==> config.mk <==
export PLATFORM = sky130hd
export DESIGN_NAME = npc_pred
export DESIGN_NICKNAME = d
export VERILOG_FILES = /design/src/rtl/npc_pred.sv
export SDC_FILE = /design/constraint.sdc
export NUM_CORES = 1
export LEC_CHECK = 0
export CORE_ASPECT_RATIO = 0.8
export CORE_MARGIN = 8
export CORE_UTILIZATION = 50
export DETAILED_ROUTE_END_ITERATION = 8
export PLACE_DENSITY_LB_ADDON = 0.3
export SETUP_SLACK_MARGIN = 0.15
export SYNTH_ARGS = -nofsm -noshare
export SYNTH_HDL_FRONTEND = slang
export SYNTH_SLANG_ARGS = --single-unit
==> constraint.sdc <==
create_clock -name clk -period 4.9 [get_ports clk]
set_clock_uncertainty 0.1 [all_clocks]
set_input_delay 1.47 -clock clk [delete_from_list [all_inputs] [get_ports clk]]
set_output_delay 1.47 -clock clk [all_outputs]
set_load 0.02 [all_outputs]
==> src/rtl/npc_pred.sv <==
// npc_pred: next-PC generator for the pre-fetch stage.
// Holds the registered fetch PC and a direct-mapped branch target buffer.
// Selects the next fetch address by redirect priority, predicts taken
// branches with zero bubbles, and trains the BTB from branch resolution.
module npc_pred #(
  parameter int          BTB_ENTRIES = 16,
  parameter int          TAG_W       = 8,
  parameter logic [31:0] RESET_PC    = 32'hBFC0_0000
) (
  input  logic        clk,
  input  logic        resetn,
  input  logic        pf_allowin,
  input  logic        eret_flush,
  input  logic [31:0] epc,
  input  logic        exception,
  input  logic        interrupt,
  input  logic        tlb_refill,
  input  logic        status_bev,
  input  logic        status_exl,
  input  logic        cause_iv,
  input  logic        refetch,
  input  logic [31:0] refetch_pc,
  input  logic        bru_valid,
  input  logic [31:0] bru_pc,
  input  logic        bru_taken,
  input  logic [31:0] bru_target,
  input  logic        bru_mispredict,
  input  logic [31:0] bru_correct_pc,
  output logic [31:0] pf_pc,
  output logic        pred_taken,
  output logic [31:0] pred_target,
  output logic [31:0] next_pc,
  output logic        instr_flush
);

  localparam int IDX_W = (BTB_ENTRIES > 1) ? $clog2(BTB_ENTRIES) : 1;

  // Fetch PC register
  logic [31:0] pf_pc_q;
  logic [31:0] pf_pc_d;

  // BTB storage; lookup is combinational so entries live in flops
  logic             valid_q  [BTB_ENTRIES];
  logic [TAG_W-1:0] tag_q    [BTB_ENTRIES];
  logic [31:0]      target_q [BTB_ENTRIES];
  logic [1:0]       ctr_q    [BTB_ENTRIES];

  // Lookup side (indexed by the current fetch PC)
  logic [IDX_W-1:0] look_idx;
  logic [TAG_W-1:0] look_tag;
  logic             look_hit;

  // Update side (indexed by the resolved branch PC)
  logic [IDX_W-1:0]       upd_idx;
  logic [TAG_W-1:0]       upd_tag;
  logic                   upd_hit;
  logic [1:0]             upd_ctr;
  logic [BTB_ENTRIES-1:0] upd_sel;

  logic [31:0] exc_vector;
  logic        mispredict;

  // Only the index and tag fields of the branch PC address the BTB
  logic unused_bru_pc;
  assign unused_bru_pc = ^bru_pc;

  assign look_idx = pf_pc_q[IDX_W+1:2];
  assign look_tag = pf_pc_q[IDX_W+TAG_W+1:IDX_W+2];
  assign upd_idx  = bru_pc[IDX_W+1:2];
  assign upd_tag  = bru_pc[IDX_W+TAG_W+1:IDX_W+2];

  // Per-entry write select for the branch being resolved
  for (genvar gi = 0; gi < BTB_ENTRIES; gi++) begin : g_sel
    assign upd_sel[gi] = bru_valid && (upd_idx == IDX_W'(gi));
  end

  // BTB lookup for the current fetch PC
  always_comb begin
    look_hit    = valid_q[look_idx] && (tag_q[look_idx] == look_tag);
    pred_taken  = look_hit && ctr_q[look_idx][1];
    pred_target = target_q[look_idx];
  end

  // Hit detection and saturating counter step for the resolved branch
  always_comb begin
    upd_hit = valid_q[upd_idx] && (tag_q[upd_idx] == upd_tag);
    upd_ctr = ctr_q[upd_idx];
    if (bru_taken) begin
      if (ctr_q[upd_idx] != 2'b11) upd_ctr = ctr_q[upd_idx] + 2'b01;
    end else begin
      if (ctr_q[upd_idx] != 2'b00) upd_ctr = ctr_q[upd_idx] - 2'b01;
    end
  end

  // Exception vector from the committing exception type and CP0 state
  always_comb begin
    exc_vector = 32'h8000_0180;
    if (interrupt) begin
      case ({status_bev, status_exl, cause_iv})
        3'b000:  exc_vector = 32'h8000_0180;
        3'b001:  exc_vector = 32'h8000_2000;
        3'b010,
        3'b011:  exc_vector = 32'h8000_0180;
        3'b100:  exc_vector = 32'hBFC0_0380;
        3'b101:  exc_vector = 32'hBFC0_0400;
        default: exc_vector = 32'hBFC0_0380;
      endcase
    end else if (tlb_refill) begin
      case ({status_bev, status_exl})
        2'b00:   exc_vector = 32'h8000_0000;
        2'b01:   exc_vector = 32'h8000_0180;
        2'b10:   exc_vector = 32'hBFC0_0200;
        default: exc_vector = 32'hBFC0_0380;
      endcase
    end else begin
      exc_vector = status_bev ? 32'hBFC0_0380 : 32'h8000_0180;
    end
  end

  // Next-PC priority select; redirects ignore pf_allowin
  always_comb begin
    mispredict = bru_valid && bru_mispredict;
    if (eret_flush)                    pf_pc_d = epc;
    else if (exception)                pf_pc_d = exc_vector;
    else if (refetch)                  pf_pc_d = refetch_pc;
    else if (mispredict)               pf_pc_d = bru_correct_pc;
    else if (pf_allowin && pred_taken) pf_pc_d = pred_target;
    else if (pf_allowin)               pf_pc_d = pf_pc_q + 32'd4;
    else                               pf_pc_d = pf_pc_q;
  end

  assign next_pc     = pf_pc_d;
  assign pf_pc       = pf_pc_q;
  assign instr_flush = eret_flush | exception | refetch | mispredict;

  // Fetch PC register
  always_ff @(posedge clk or negedge resetn) begin
    if (!resetn) pf_pc_q <= RESET_PC;
    else         pf_pc_q <= pf_pc_d;
  end

  // BTB training: update on hit, allocate on taken miss
  always_ff @(posedge clk or negedge resetn) begin
    if (!resetn) begin
      for (int i = 0; i < BTB_ENTRIES; i++) begin
        valid_q[i]  <= 1'b0;
        tag_q[i]    <= '0;
        target_q[i] <= '0;
        ctr_q[i]    <= 2'b01;
      end
    end else begin
      for (int i = 0; i < BTB_ENTRIES; i++) begin
        if (upd_sel[i]) begin
          if (upd_hit) begin
            ctr_q[i] <= upd_ctr;
            if (bru_taken) target_q[i] <= bru_target;
          end else if (bru_taken) begin
            valid_q[i]  <= 1'b1;
            tag_q[i]    <= upd_tag;
            target_q[i] <= bru_target;
            ctr_q[i]    <= 2'b10;
          end
        end
      end
    end
  end

endmodule

==> results.rst <==
.. list-table::
   :header-rows: 1

   * - Metric
     - Value
   * - Seq/Total Area, Yosys
     - 0.510
   * - Most used cell, CP
     - buf_6
   * - Cell with the largest stage delay on the worst path
     - dfrtp_4
   * - Post-synth EDFFs
     - 0
   * - YS warnings
     - 0
   * - Clock network latency to the later pin of the worst-skew pair
     - around 0.64 ns
   * - Fin crit share
     - 1.17
   * - Clock Path Buffers
     - 3
   * - Mapped cell area
     - ~35000 µm²
   * - Final number of hold-violating endpoints
     - 0
   * - Vert. Die Dim
     - between 200 and 300 µm
   * - Row Count
     - 87
   * - Largest net degree at the start of global routing
     - roughly 120
   * - Power per cell area
     - 408 nW/µm²
   * - Final Setup Violations
     - slightly above 60
   * - Number of hold-repair buffers added at the cts stage
     - 0
   * - Critical path capture point type
     - primary output
   * - Count of unresolved DRC violations after routing
     - 0
   * - Post-Synthesis Mean Instance Area
     - approximately 15 µm²
   * - Clock slew seen by the registers of the worst setup and hold paths
     - 0.06 ns
   * - Core outline area
     - around 70000 µm²
   * - Pins over their slew limit
     - 0
   * - Number of vias per cell
     - 6.26
   * - Final antenna-violating net count
     - 0
   * - Buffers and inverters on the worst path
     - 6
   * - Worst Path Arrival
     - between 4 and 5 ns
   * - Post-DR wirelength/cell
     - slightly below 30 µm
   * - Drt pass-1 iters
     - 5
   * - Number of instances in the synthesized netlist
     - 2426
   * - Worst Tran Pin Value
     - 1.17 ns
   * - Status
     - complete, but fails checks
   * - Startpoint type of the worst setup path
     - flop
   * - IR Drop Worst-Case VDD
     - between 0.0003 and 0.0004 V
   * - Violations in the final reports
     - negative setup slack
   * - Number of buffers added by the clock tree synthesis step
     - 75
   * - Max-capacitance violation count
     - 0
   * - CP delay by family, top
     - simple AND/OR/NAND/NOR gates
   * - Final cell utilization of the core
     - 0.659
   * - Worst slew margin relative to its limit
     - 0.221
   * - Buffers on Ports
     - around 250
   * - First-pass GRT wire length
     - approximately 170000 µm
   * - Post-route design area
     - between 40000 and 50000 µm²
   * - Overall routing resource usage
     - 0.286
   * - Cells traversed along the worst timing path
     - buf_6 > buf_12 > mux4_2 > mux2i_1 > a211o_1 > and4b_2 > nand3_2 > buf_6 > buf_6 > or4_4 > and3_4 > o21ai_4 > buf_6 > buf_6
   * - Post-layout total power
     - between 15 and 20 mW
   * - Relative area change from synthesis to final layout
     - 30.9%
   * - Gpl congestion
     - ~0.95
   * - Unrepaired setup endpoints after global routing
     - yes
   * - H-tree Lvls
     - 3
   * - Most frequent cells in the layout
     - 692 x dfrtp_1, 575 x mux2_2, 275 x buf_4, 240 x mux4_2, 180 x clkdlybuf4s50_1
   * - Total number of vias
     - 25000
   * - Primary FF master, synth
     - dfrtp_1
   * - Root Driver
     - clkbuf_16
   * - Highest net fanout along the worst path
     - 8
   * - Residual overflow from global routing
     - 0
   * - FMAX
     - 0.174 GHz
   * - Critical Path Max Stage Delay
     - 0.56 ns
   * - Classification of the worst-slack hold path
     - reg2reg
   * - Total routed wirelength
     - 116000 µm
   * - Hold slack final
     - around 0.39 ns
   * - Die area
     - 79600 µm²
   * - Count of routing violations after the opening detailed-route iteration
     - 2471
   * - Number of antenna violations at the first check in global routing
     - 7
   * - Clock net sink count
     - just over 700
   * - Share of final-layout standard cells stronger than drive strength 1
     - 0.526
   * - Vias in the first global route
     - about 26000
   * - Worst EP required
     - 3.33 ns
   * - Net count reported at finish
     - roughly 3200
   * - Worst-case setup margin in the final layout
     - -0.831 ns
   * - Leakage power of the design
     - 20.2 nW
   * - Number of register bits inferred by synthesis
     - between 700 and 800
   * - Width of the chip
     - around 310 µm
   * - Synthesized net count
     - roughly 2600
   * - Starting utilization of the core area
     - 0.503
   * - Final HPWL from detailed placement
     - approximately 73000 µm
   * - Most common cell after layout, fill and taps aside
     - dfrtp_1
   * - TritonCTS clock tree
     - yes
   * - Yosys cell types
     - between 70 and 80
   * - Post-synth ARST share
     - 1.00
   * - Classification of the worst setup path
     - reg2out
   * - Clock period minus worst slack
     - between 5 and 6 ns
   * - Placed Area
     - approximately 41000 µm²
   * - I/O Pins
     - between 200 and 300
==> routing by layer <==
metal  vias up  share of wire  track usage
li1      10400              -            -
met2      1068           0.47        0.448
met1     13300           0.42        0.396
met5         -        0.00023            0
met4         4          0.036       0.0999
met3       241          0.079       0.0637
==> cells in the mapped netlist, types with 11 or more instances <==
cell type | instances | area share
clkbuf_1 | 125 | 0.013
nand2_1 | 90 | 0.0095
o21ai_0 | 59 | 0.0083
a22oi_1 | 14 | 0.0030
o31ai_1 | 13 | 0.0028
mux2_1 | 72 | 0.023
o211ai_1 | 25 | 0.0053
a211oi_1 | 11 | 0.0023
mux4_2 | 240 | 0.15
mux2_2 | 575 | 0.18
nor2_1 | 53 | 0.0056
dfstp_2 | 25 | 0.019
inv_1 | 11 | 0.0012
and3_1 | 13 | 0.0023
a21oi_1 | 48 | 0.0068
nor2b_1 | 11 | 0.0019
dfrtp_1 | 695 | 0.49
mux2i_1 | 23 | 0.0065
xor2_1 | 11 | 0.0027
o21ai_1 | 11 | 0.0016
buf_2 | 31 | 0.0044
nand3_1 | 31 | 0.0044
xnor2_1 | 27 | 0.0067
buf_1 | 31 | 0.0033
==> sequential cells by signal, indices dropped and copies added (netlist names) <==
register / count
ctr_q: 32
pf_pc: 32
tag_q: 128
target_q: 512
valid_q: 16
==> cell type report <==
type                            count  area [µm²]
Sequential cell                   720       18100
Inverter                           12        47.5
Clock buffer                      105        2170
Antenna cell                        4        10.0
Tap cell                          934        1170
Timing Repair Buffer              692        7420
Clock inverter                     31         382
Fill cell                        4857       24000
Multi-Input combinational cell   1495       17100
==> metrics by stage <==
step                      std cells  TNS, ns  setup slack [ns]
after global routing           3991   -34.60            -0.941
after CTS                      3973   -28.33            -0.846
final                          3993   -29.44            -0.831
after global placement         3723   -28.06            -0.822
after detailed placement       3723   -31.39            -0.829
after floorplan                2426        0             0.100
==> tightest hold or removal path: stages, from the launching register on <==
cell	delay (ns)
dfstp_2	0.36
o21ai_0	0.06
o21ai_1	0.06
==> repair_timing <==
action | CTS | global route
pin swaps | 60 | 41
buffers inserted | 97 | 17
setup endpoints to repair | 66 | 66
cloned | 18 | 0
gates resized for setup | 509 | 46
==> cells by family (layout without fill, tap and decap cells) <==
group                    Yosys count  count (layout)  share of synthesized area
multiplexers                     910             910                      0.365
flip-flops                       720             720                      0.510
AND/OR/NAND/NOR                  301             301                     0.0438
AO/OA/AOI/OAI                    244             244                     0.0456
buffers and inverters            211             840                     0.0256
XOR/XNOR                          38              38                    0.00940
adder cells (fa/ha/maj)            2               2                   0.000636
other                              0               4                          0
==> final timing paths <==
path	startpoint	to	slack, ns	cells after the start
min in group asynchronous	resetn	tag_q[74]	0.85	1
setup reg to reg	pf_pc[2]	pf_pc[30]	-0.47	31
hold / removal	ctr_q[30]	ctr_q[30]	0.39	2
hold reg to reg	ctr_q[30]	ctr_q[30]	0.39	2
max in group asynchronous	resetn	target_q[501]	2.68	2
setup / recovery	pf_pc[2]	next_pc[6]	-0.83	14
==> where the power goes <==
group,internal (mW),switching [mW],total (mW)
clock,3.44,2.47,5.91
combinational,2.99,2.23,5.23
sequential,7.07,0.678,7.75
total,13.5,5.38,18.9
(Power assumes the default switching activity.)
